`src/rtl/seq_controller_pkg.sv`:
```
// Shared types and encodings for the fetch/decode/execute sequencer.
// Instruction fields come from IR[15:13] (opcode) and IR[12:11] (op).
`timescale 1ns/1ps
package seq_ctrl_pkg;

   typedef enum logic [4:0] {
      S_RST    = 5'd0,
      S_IDLE   = 5'd1,
      S_IF1    = 5'd2,
      S_IF2    = 5'd3,
      S_UPC    = 5'd4,
      S_DEC    = 5'd5,
      S_WIMM   = 5'd6,
      S_GA     = 5'd7,
      S_GB     = 5'd8,
      S_CALC   = 5'd9,
      S_CALC_A = 5'd10,
      S_WRD    = 5'd11,
      S_CMP    = 5'd12,
      S_ADDR   = 5'd13,
      S_LADDR  = 5'd14,
      S_ATURN  = 5'd15,
      S_MRD    = 5'd16,
      S_WMEM   = 5'd17,
      S_GRD    = 5'd18,
      S_PASS   = 5'd19,
      S_MWR    = 5'd20,
      S_HALT   = 5'd21,
      S_ERR    = 5'd22
   } state_t;

   localparam logic [2:0] OPC_LDR  = 3'b011;
   localparam logic [2:0] OPC_STR  = 3'b100;
   localparam logic [2:0] OPC_ALU  = 3'b101;
   localparam logic [2:0] OPC_MOV  = 3'b110;
   localparam logic [2:0] OPC_HALT = 3'b111;

   localparam logic [1:0] OP_MOV_REG = 2'b00;
   localparam logic [1:0] OP_MOV_IMM = 2'b10;
   localparam logic [1:0] OP_ADD     = 2'b00;
   localparam logic [1:0] OP_CMP     = 2'b01;
   localparam logic [1:0] OP_AND     = 2'b10;
   localparam logic [1:0] OP_MVN     = 2'b11;
   localparam logic [1:0] OP_MEM     = 2'b00;

   localparam logic [2:0] NSEL_NONE = 3'b000;
   localparam logic [2:0] NSEL_RM   = 3'b001;
   localparam logic [2:0] NSEL_RD   = 3'b010;
   localparam logic [2:0] NSEL_RN   = 3'b100;

   localparam logic [1:0] VSEL_C     = 2'b00;
   localparam logic [1:0] VSEL_PC    = 2'b01;
   localparam logic [1:0] VSEL_IMM   = 2'b10;
   localparam logic [1:0] VSEL_MDATA = 2'b11;

   localparam logic [1:0] MNONE  = 2'b00;
   localparam logic [1:0] MREAD  = 2'b01;
   localparam logic [1:0] MWRITE = 2'b10;

   // States that hold for MEM_LAT cycles while the memory responds.
   function automatic logic is_mem_state(input state_t st);
      return (st == S_IF1) || (st == S_MRD) || (st == S_MWR);
   endfunction

endpackage

```
`src/rtl/seq_controller_lat_counter.sv`:
```
// Memory latency counter: counts MEM_LAT cycles of an access, up from 0
// or down from MEM_LAT-1, and flags the final cycle on o_done.
`timescale 1ns/1ps
module lat_counter #(
   parameter int unsigned MEM_LAT = 1
) (
   input  logic i_clk,
   input  logic i_rst_n,
   input  logic i_load,
   input  logic i_en,
   input  logic i_down,
   output logic o_done
);

   localparam logic [3:0] LAST = 4'(MEM_LAT - 1);

   logic [3:0] r_cnt;

   always_ff @(posedge i_clk or negedge i_rst_n) begin
      if (!i_rst_n) begin
         r_cnt <= '0;
      end else if (i_load) begin
         r_cnt <= i_down ? LAST : '0;
      end else if (i_en) begin
         r_cnt <= i_down ? (r_cnt - 4'd1) : (r_cnt + 4'd1);
      end
   end

   assign o_done = i_en && (i_down ? (r_cnt == '0) : (r_cnt == LAST));

endmodule

```
`src/rtl/seq_controller.sv`:
```
// Fetch/decode/execute sequencer for the simple RISC datapath.
// Moore machine: every output is decoded from the state register alone.
`timescale 1ns/1ps
module seq_controller
   import seq_ctrl_pkg::*;
#(
   parameter int unsigned MEM_LAT  = 1,
   parameter int unsigned AUTO_RUN = 1
) (
   input  logic       clk,
   input  logic       reset,
   input  logic       s,
   input  logic [2:0] opcode,
   input  logic [1:0] op,
   output logic [2:0] nsel,
   output logic [1:0] vsel,
   output logic       loada,
   output logic       loadb,
   output logic       loadc,
   output logic       loads,
   output logic       asel,
   output logic       bsel,
   output logic       write,
   output logic       reset_pc,
   output logic       load_pc,
   output logic       load_ir,
   output logic       load_addr,
   output logic       addr_sel,
   output logic [1:0] mem_cmd,
   output logic       w,
   output logic       halted,
   output logic       err
);

   state_t     r_state;
   state_t     w_next;
   state_t     w_seq_end;
   logic [4:0] w_ir;
   logic       w_cnt_en;
   logic       w_cnt_load;
   logic       w_cnt_done;
   logic       w_is_mem;
   logic       w_calc_a;

   assign w_ir      = {opcode, op};
   assign w_seq_end = (AUTO_RUN != 0) ? S_IF1 : S_IDLE;
   assign w_is_mem  = (opcode == OPC_LDR) || (opcode == OPC_STR);
   assign w_calc_a  = (w_ir == {OPC_MOV, OP_MOV_REG}) || (w_ir == {OPC_ALU, OP_MVN});

   // Counter is parked at its start value outside access states and on the
   // last access cycle, so back-to-back accesses (MWR -> IF1) restart cleanly.
   assign w_cnt_en   = is_mem_state(r_state);
   assign w_cnt_load = !w_cnt_en || w_cnt_done;

   lat_counter #(
      .MEM_LAT (MEM_LAT)
   ) u_lat_counter (
      .i_clk   (clk),
      .i_rst_n (reset),
      .i_load  (w_cnt_load),
      .i_en    (w_cnt_en),
      .i_down  (1'b0),
      .o_done  (w_cnt_done)
   );

   always_ff @(posedge clk or negedge reset) begin
      if (!reset) begin
         r_state <= S_RST;
      end else begin
         r_state <= w_next;
      end
   end

   always_comb begin
      w_next = r_state;
      case (r_state)
         S_RST:    w_next = w_seq_end;
         S_IDLE:   if (s) w_next = S_IF1;
         S_IF1:    if (w_cnt_done) w_next = S_IF2;
         S_IF2:    w_next = S_UPC;
         S_UPC:    w_next = S_DEC;
         S_DEC: begin
            if (opcode == OPC_HALT) begin
               w_next = S_HALT;
            end else begin
               case (w_ir)
                  {OPC_MOV, OP_MOV_IMM}: w_next = S_WIMM;
                  {OPC_MOV, OP_MOV_REG}: w_next = S_GB;
                  {OPC_ALU, OP_ADD}:     w_next = S_GA;
                  {OPC_ALU, OP_AND}:     w_next = S_GA;
                  {OPC_ALU, OP_CMP}:     w_next = S_GA;
                  {OPC_ALU, OP_MVN}:     w_next = S_GB;
                  {OPC_LDR, OP_MEM}:     w_next = S_GA;
                  {OPC_STR, OP_MEM}:     w_next = S_GA;
                  default:               w_next = S_ERR;
               endcase
            end
         end
         S_GA:     w_next = w_is_mem ? S_ADDR : S_GB;
         S_GB: begin
            if (w_ir == {OPC_ALU, OP_CMP}) begin
               w_next = S_CMP;
            end else if (w_calc_a) begin
               w_next = S_CALC_A;
            end else begin
               w_next = S_CALC;
            end
         end
         S_CALC:   w_next = S_WRD;
         S_CALC_A: w_next = S_WRD;
         S_WRD:    w_next = w_seq_end;
         S_CMP:    w_next = w_seq_end;
         S_WIMM:   w_next = w_seq_end;
         S_ADDR:   w_next = S_LADDR;
         // One dead cycle lets the freshly loaded address settle at memory.
         S_LADDR:  w_next = S_ATURN;
         S_ATURN:  w_next = (opcode == OPC_LDR) ? S_MRD : S_GRD;
         S_MRD:    if (w_cnt_done) w_next = S_WMEM;
         S_WMEM:   w_next = w_seq_end;
         S_GRD:    w_next = S_PASS;
         S_PASS:   w_next = S_MWR;
         S_MWR:    if (w_cnt_done) w_next = w_seq_end;
         S_HALT:   w_next = S_HALT;
         S_ERR:    w_next = S_ERR;
         default:  w_next = S_ERR;
      endcase
   end

   always_comb begin
      nsel      = NSEL_NONE;
      vsel      = VSEL_C;
      loada     = 1'b0;
      loadb     = 1'b0;
      loadc     = 1'b0;
      loads     = 1'b0;
      asel      = 1'b0;
      bsel      = 1'b0;
      write     = 1'b0;
      reset_pc  = 1'b0;
      load_pc   = 1'b0;
      load_ir   = 1'b0;
      load_addr = 1'b0;
      addr_sel  = 1'b0;
      mem_cmd   = MNONE;
      w         = 1'b0;
      halted    = 1'b0;
      err       = 1'b0;
      case (r_state)
         S_RST: begin
            reset_pc = 1'b1;
            load_pc  = 1'b1;
         end
         S_IDLE:   w = 1'b1;
         S_IF1: begin
            addr_sel = 1'b1;
            mem_cmd  = MREAD;
         end
         S_IF2: begin
            addr_sel = 1'b1;
            mem_cmd  = MREAD;
            load_ir  = 1'b1;
         end
         S_UPC:    load_pc = 1'b1;
         S_WIMM: begin
            nsel  = NSEL_RN;
            vsel  = VSEL_IMM;
            write = 1'b1;
         end
         S_GA: begin
            nsel  = NSEL_RN;
            loada = 1'b1;
         end
         S_GB: begin
            nsel  = NSEL_RM;
            loadb = 1'b1;
         end
         S_CALC:   loadc = 1'b1;
         S_CALC_A: begin
            asel  = 1'b1;
            loadc = 1'b1;
         end
         S_WRD: begin
            nsel  = NSEL_RD;
            vsel  = VSEL_C;
            write = 1'b1;
         end
         S_CMP:    loads = 1'b1;
         S_ADDR: begin
            bsel  = 1'b1;
            loadc = 1'b1;
         end
         S_LADDR:  load_addr = 1'b1;
         S_MRD:    mem_cmd = MREAD;
         S_WMEM: begin
            nsel  = NSEL_RD;
            vsel  = VSEL_MDATA;
            write = 1'b1;
         end
         S_GRD: begin
            nsel  = NSEL_RD;
            loadb = 1'b1;
         end
         S_PASS: begin
            asel  = 1'b1;
            loadc = 1'b1;
         end
         S_MWR:    mem_cmd = MWRITE;
         S_HALT:   halted = 1'b1;
         S_ERR:    err = 1'b1;
         default:  ;
      endcase
   end

endmodule

```
`config.mk`:
```
export PLATFORM = sky130hd
export DESIGN_NAME = seq_controller
export DESIGN_NICKNAME = d
export VERILOG_FILES = /design/src/rtl/seq_controller_pkg.sv /design/src/rtl/seq_controller_lat_counter.sv /design/src/rtl/seq_controller.sv
export SDC_FILE = /design/constraint.sdc
export NUM_CORES = 1
export LEC_CHECK = 0
export BUFFER_PORTS_ARGS = -buffer_cell sky130_fd_sc_hd__buf_2
export CORE_AREA = 2 2 56 58
export CTS_CLUSTER_SIZE = 30
export DETAILED_ROUTE_END_ITERATION = 12
export DIE_AREA = 0 0 58 60
export PLACE_DENSITY = 0.62
export SYNTH_ARGS = -nofsm -noshare
export SYNTH_HDL_FRONTEND = slang
export SYNTH_SLANG_ARGS = --single-unit
```
`constraint.sdc`:
```
create_clock -name clk -period 3.53 [get_ports clk]
set_input_delay 0.1765 -clock clk [delete_from_list [all_inputs] [get_ports clk]]
set_output_delay 0.1765 -clock clk [all_outputs]
set_load 0.02 [all_outputs]
```
==> flow_metrics.tcl <==
set metrics [dict create \
    antenna_cells 0 \
    cts_root_buffer "clkbuf_4" \
    clockBufferDepth 2 \
    grt.total_usage 0.190 \
    routed-via-count 1280 \
    hold_depth 2 \
    drive_gt1_frac 0.220 \
    slew-limit-headroom 0.449 \
    crit_path_end "write" \
    synth_ff_type "dfrtp_1" \
    hold_violations 0 \
    syn_nets 174 \
    maxCapViolCount 0 \
    muxShareOfSynthArea 0 \
    clkLatencyLatePin_ps 250 \
    wire_per_inst_um 14.2 \
    synth_adder_area_share 0.0223 \
    dp.cells 210 \
    post-dp-hpwl_um 2200 \
    cts_max_level 1 \
    arrival_ps 2170 \
    leakage_nw 0.578 \
    nets 193 \
    dieHeight_um 60 \
    p_switching_uw 46.5 \
    layout_commonest_cell "buf_2" \
    ioPinCount 30 \
    path_max_fanout 28 \
    crit_start "r_state[0]" \
    grt_pass1_vias 1062 \
    ys_seq_area_frac 0.200 \
    fin_hold_ws_ps 158 \
    peakVddDrop_v 0.000123 \
    synth_top_family_by_area "simple AND/OR/NAND/NOR gates" \
    start_util 0.387 \
    synth.distinct_cells 52 \
    seq_power_share 0.515 \
    drt_iter0_drc 82 \
    antenna_found_initial 0 \
    reg2reg_depth 5 \
    regToRegEndpoint "r_state[1]" \
    synth-compound-area-share 0.274 \
    synth-simple-area-share 0.391 \
    combPwrFrac 0.098 \
    io_buffers 29 \
    globalplace.congestion 0.792 \
    netlist_area_um2 1120 \
    fin_crit_sh 0.665 \
    dieArea_um2 3480 \
    ys_async_sr_fraction 1.00 \
    fin_cells 215 \
    worst_setup_path_end_kind "output port" \
    path_class "register to output port" \
    worst_slew_pin_slew_ps 827 \
    ys_seq_elements 9 \
    grt_overflow 0 \
    most-common-layout-cells "29 x buf_2, 20 x nor2_1, 18 x nand2_1" \
    reg2reg_from "r_state[1]" \
    die_x_um 58 \
    p_int_uw 154 \
    routed_wl_um 3050 \
    drc 0 \
    rsz0062_at_grt "no" \
    cts_buffers 3 \
    area_delta_synth_final_pct 14.4 \
    rows 20 \
    dr.pass1.iters 4 \
    cts_resized 0 \
    setup_viol 0 \
    viasPerCell 5.95 \
    pwr_density_cell_nw_per_um2 156 \
    swShare 0.232 \
    clock-sinks 9 \
    setup_tns_ps 0 \
    status "completed" \
    final_antenna_net_count 0 \
    yosys_warnings 0 \
    clk_pin_slew_ps 60 \
    clock_skew_ps 1.18 \
    synth_area_per_cell_um2 6.85 \
    grt_start_max_net_pins 29 \
    synth_edf_count 0 \
    start_kind "register" \
    fmax_mhz 426 \
    maxSlewViolCount 0 \
    r2r_setup_slack_ps 1300 \
    critPathRequiredTime_ps 3350 \
    grt_first_pass_wirelength_um 5130 \
    cts_tree "yes" \
    min_period_ps 2350 \
    core_area_um2 2900 \
    syn_inst 164 \
    hold_class "input pin to register" \
    synthXorXnorAreaFrac 0.0312 \
    clockPowerShare 0.387 \
]
-- kinds of logic after synthesis --
family | after synthesis
AO/OA/AOI/OAI | 42
flip-flops | 9
XOR/XNOR | 4
adder cells (fa/ha/maj) | 2
AND/OR/NAND/NOR | 84
buffers and inverters | 23
-- how the worst min path moves through the flow --
stage                             end  slack, ps   from
2_1_floorplan              r_state[0]       -120  reset
3_3_place_gp   u_lat_counter.r_cnt[0]         30  reset
3_5_place_dp   u_lat_counter.r_cnt[1]         30  reset
4_1_cts                    r_state[0]        150      s
5_1_grt                    r_state[0]        170      s
6_report                   r_state[0]        160      s
-- state kept, by name, summed over array words and instances, names as in the netlist --
signal and count:
u_lat_counter.r_cnt 4, r_state 5
-- timing repair --
item,in CTS,in global routing
endpoints found under the hold margin,9,0
buffers inserted,0,0
hold buffers,1,0
-- through the flow --
| stage | worst slack (ps) | util | total power [mW] | area [um2] |
|---|---|---|---|---|
| finish | 1180 | 0.443 | 0.200 | 1280 |
| global route | 1030 | 0.443 | 0.214 | 1280 |
| CTS | 1180 | 0.443 | 0.203 | 1280 |
| detailed placement | 1320 | 0.430 | 0.124 | 1250 |
| global placement | 1360 | 0.430 | 0.123 | 1250 |
| floorplan | 1510 | - | 0.115 | 1120 |
-- synth_stat cells, drive strengths merged (4+ instances only) --
| library cell | number | area [um2] |
|---|---|---|
| a21oi | 9 | 45.0 |
| nor3 | 8 | 40.0 |
| nand2 | 18 | 67.6 |
| o21ai | 10 | 50.0 |
| nand3 | 4 | 20.0 |
| nor2b | 4 | 25.0 |
| dfrtp | 9 | 225 |
| clkbuf | 10 | 37.5 |
| nor2 | 21 | 81.3 |
| nand2b | 7 | 43.8 |
| buf | 7 | 31.3 |
| inv | 6 | 22.5 |
-- power groups by stage --
stage | clock, mW | sequential, mW | combinational, mW
detailed placement | 0 | 0.105 | 0.0189
CTS | 0.0805 | 0.103 | 0.0198
finish | 0.0776 | 0.103 | 0.0197
floorplan | 0 | 0.105 | 0.0101
global route | 0.0882 | 0.103 | 0.0223
global placement | 0 | 0.105 | 0.0180
-- layer usage --
| layer | part of all wire | up-vias | global-route usage | routed length, um |
|---|---|---|---|---|
| li1 | - | 628 | - | - |
| met1 | 0.45 | 596 | 0.279 | 1380 |
| met2 | 0.47 | 48 | 0.297 | 1430 |
| met3 | 0.057 | 8 | 0.00649 | 175 |
| met4 | 0.019 | 0 | 0.0698 | 59 |
| met5 | 0 | - | 0 | 0 |
-- critical path, cell delays in order, from the launching register on --
cell	delay [ps]
dfrtp_1	880
nand2b_1	410
o22a_1	200
nor2_1	50
a31o_2	220
buf_2	150
-- area by class of cell --
class | instances | area, um2
Fill cell | 313 | 1620
Multi-Input combinational cell | 132 | 807
Sequential cell | 9 | 225
Timing Repair Buffer | 31 | 163
Tap cell | 33 | 41.3
Clock buffer | 4 | 26.3
Inverter | 6 | 22.5
Note: power is estimated with default switching activity, not from simulation.
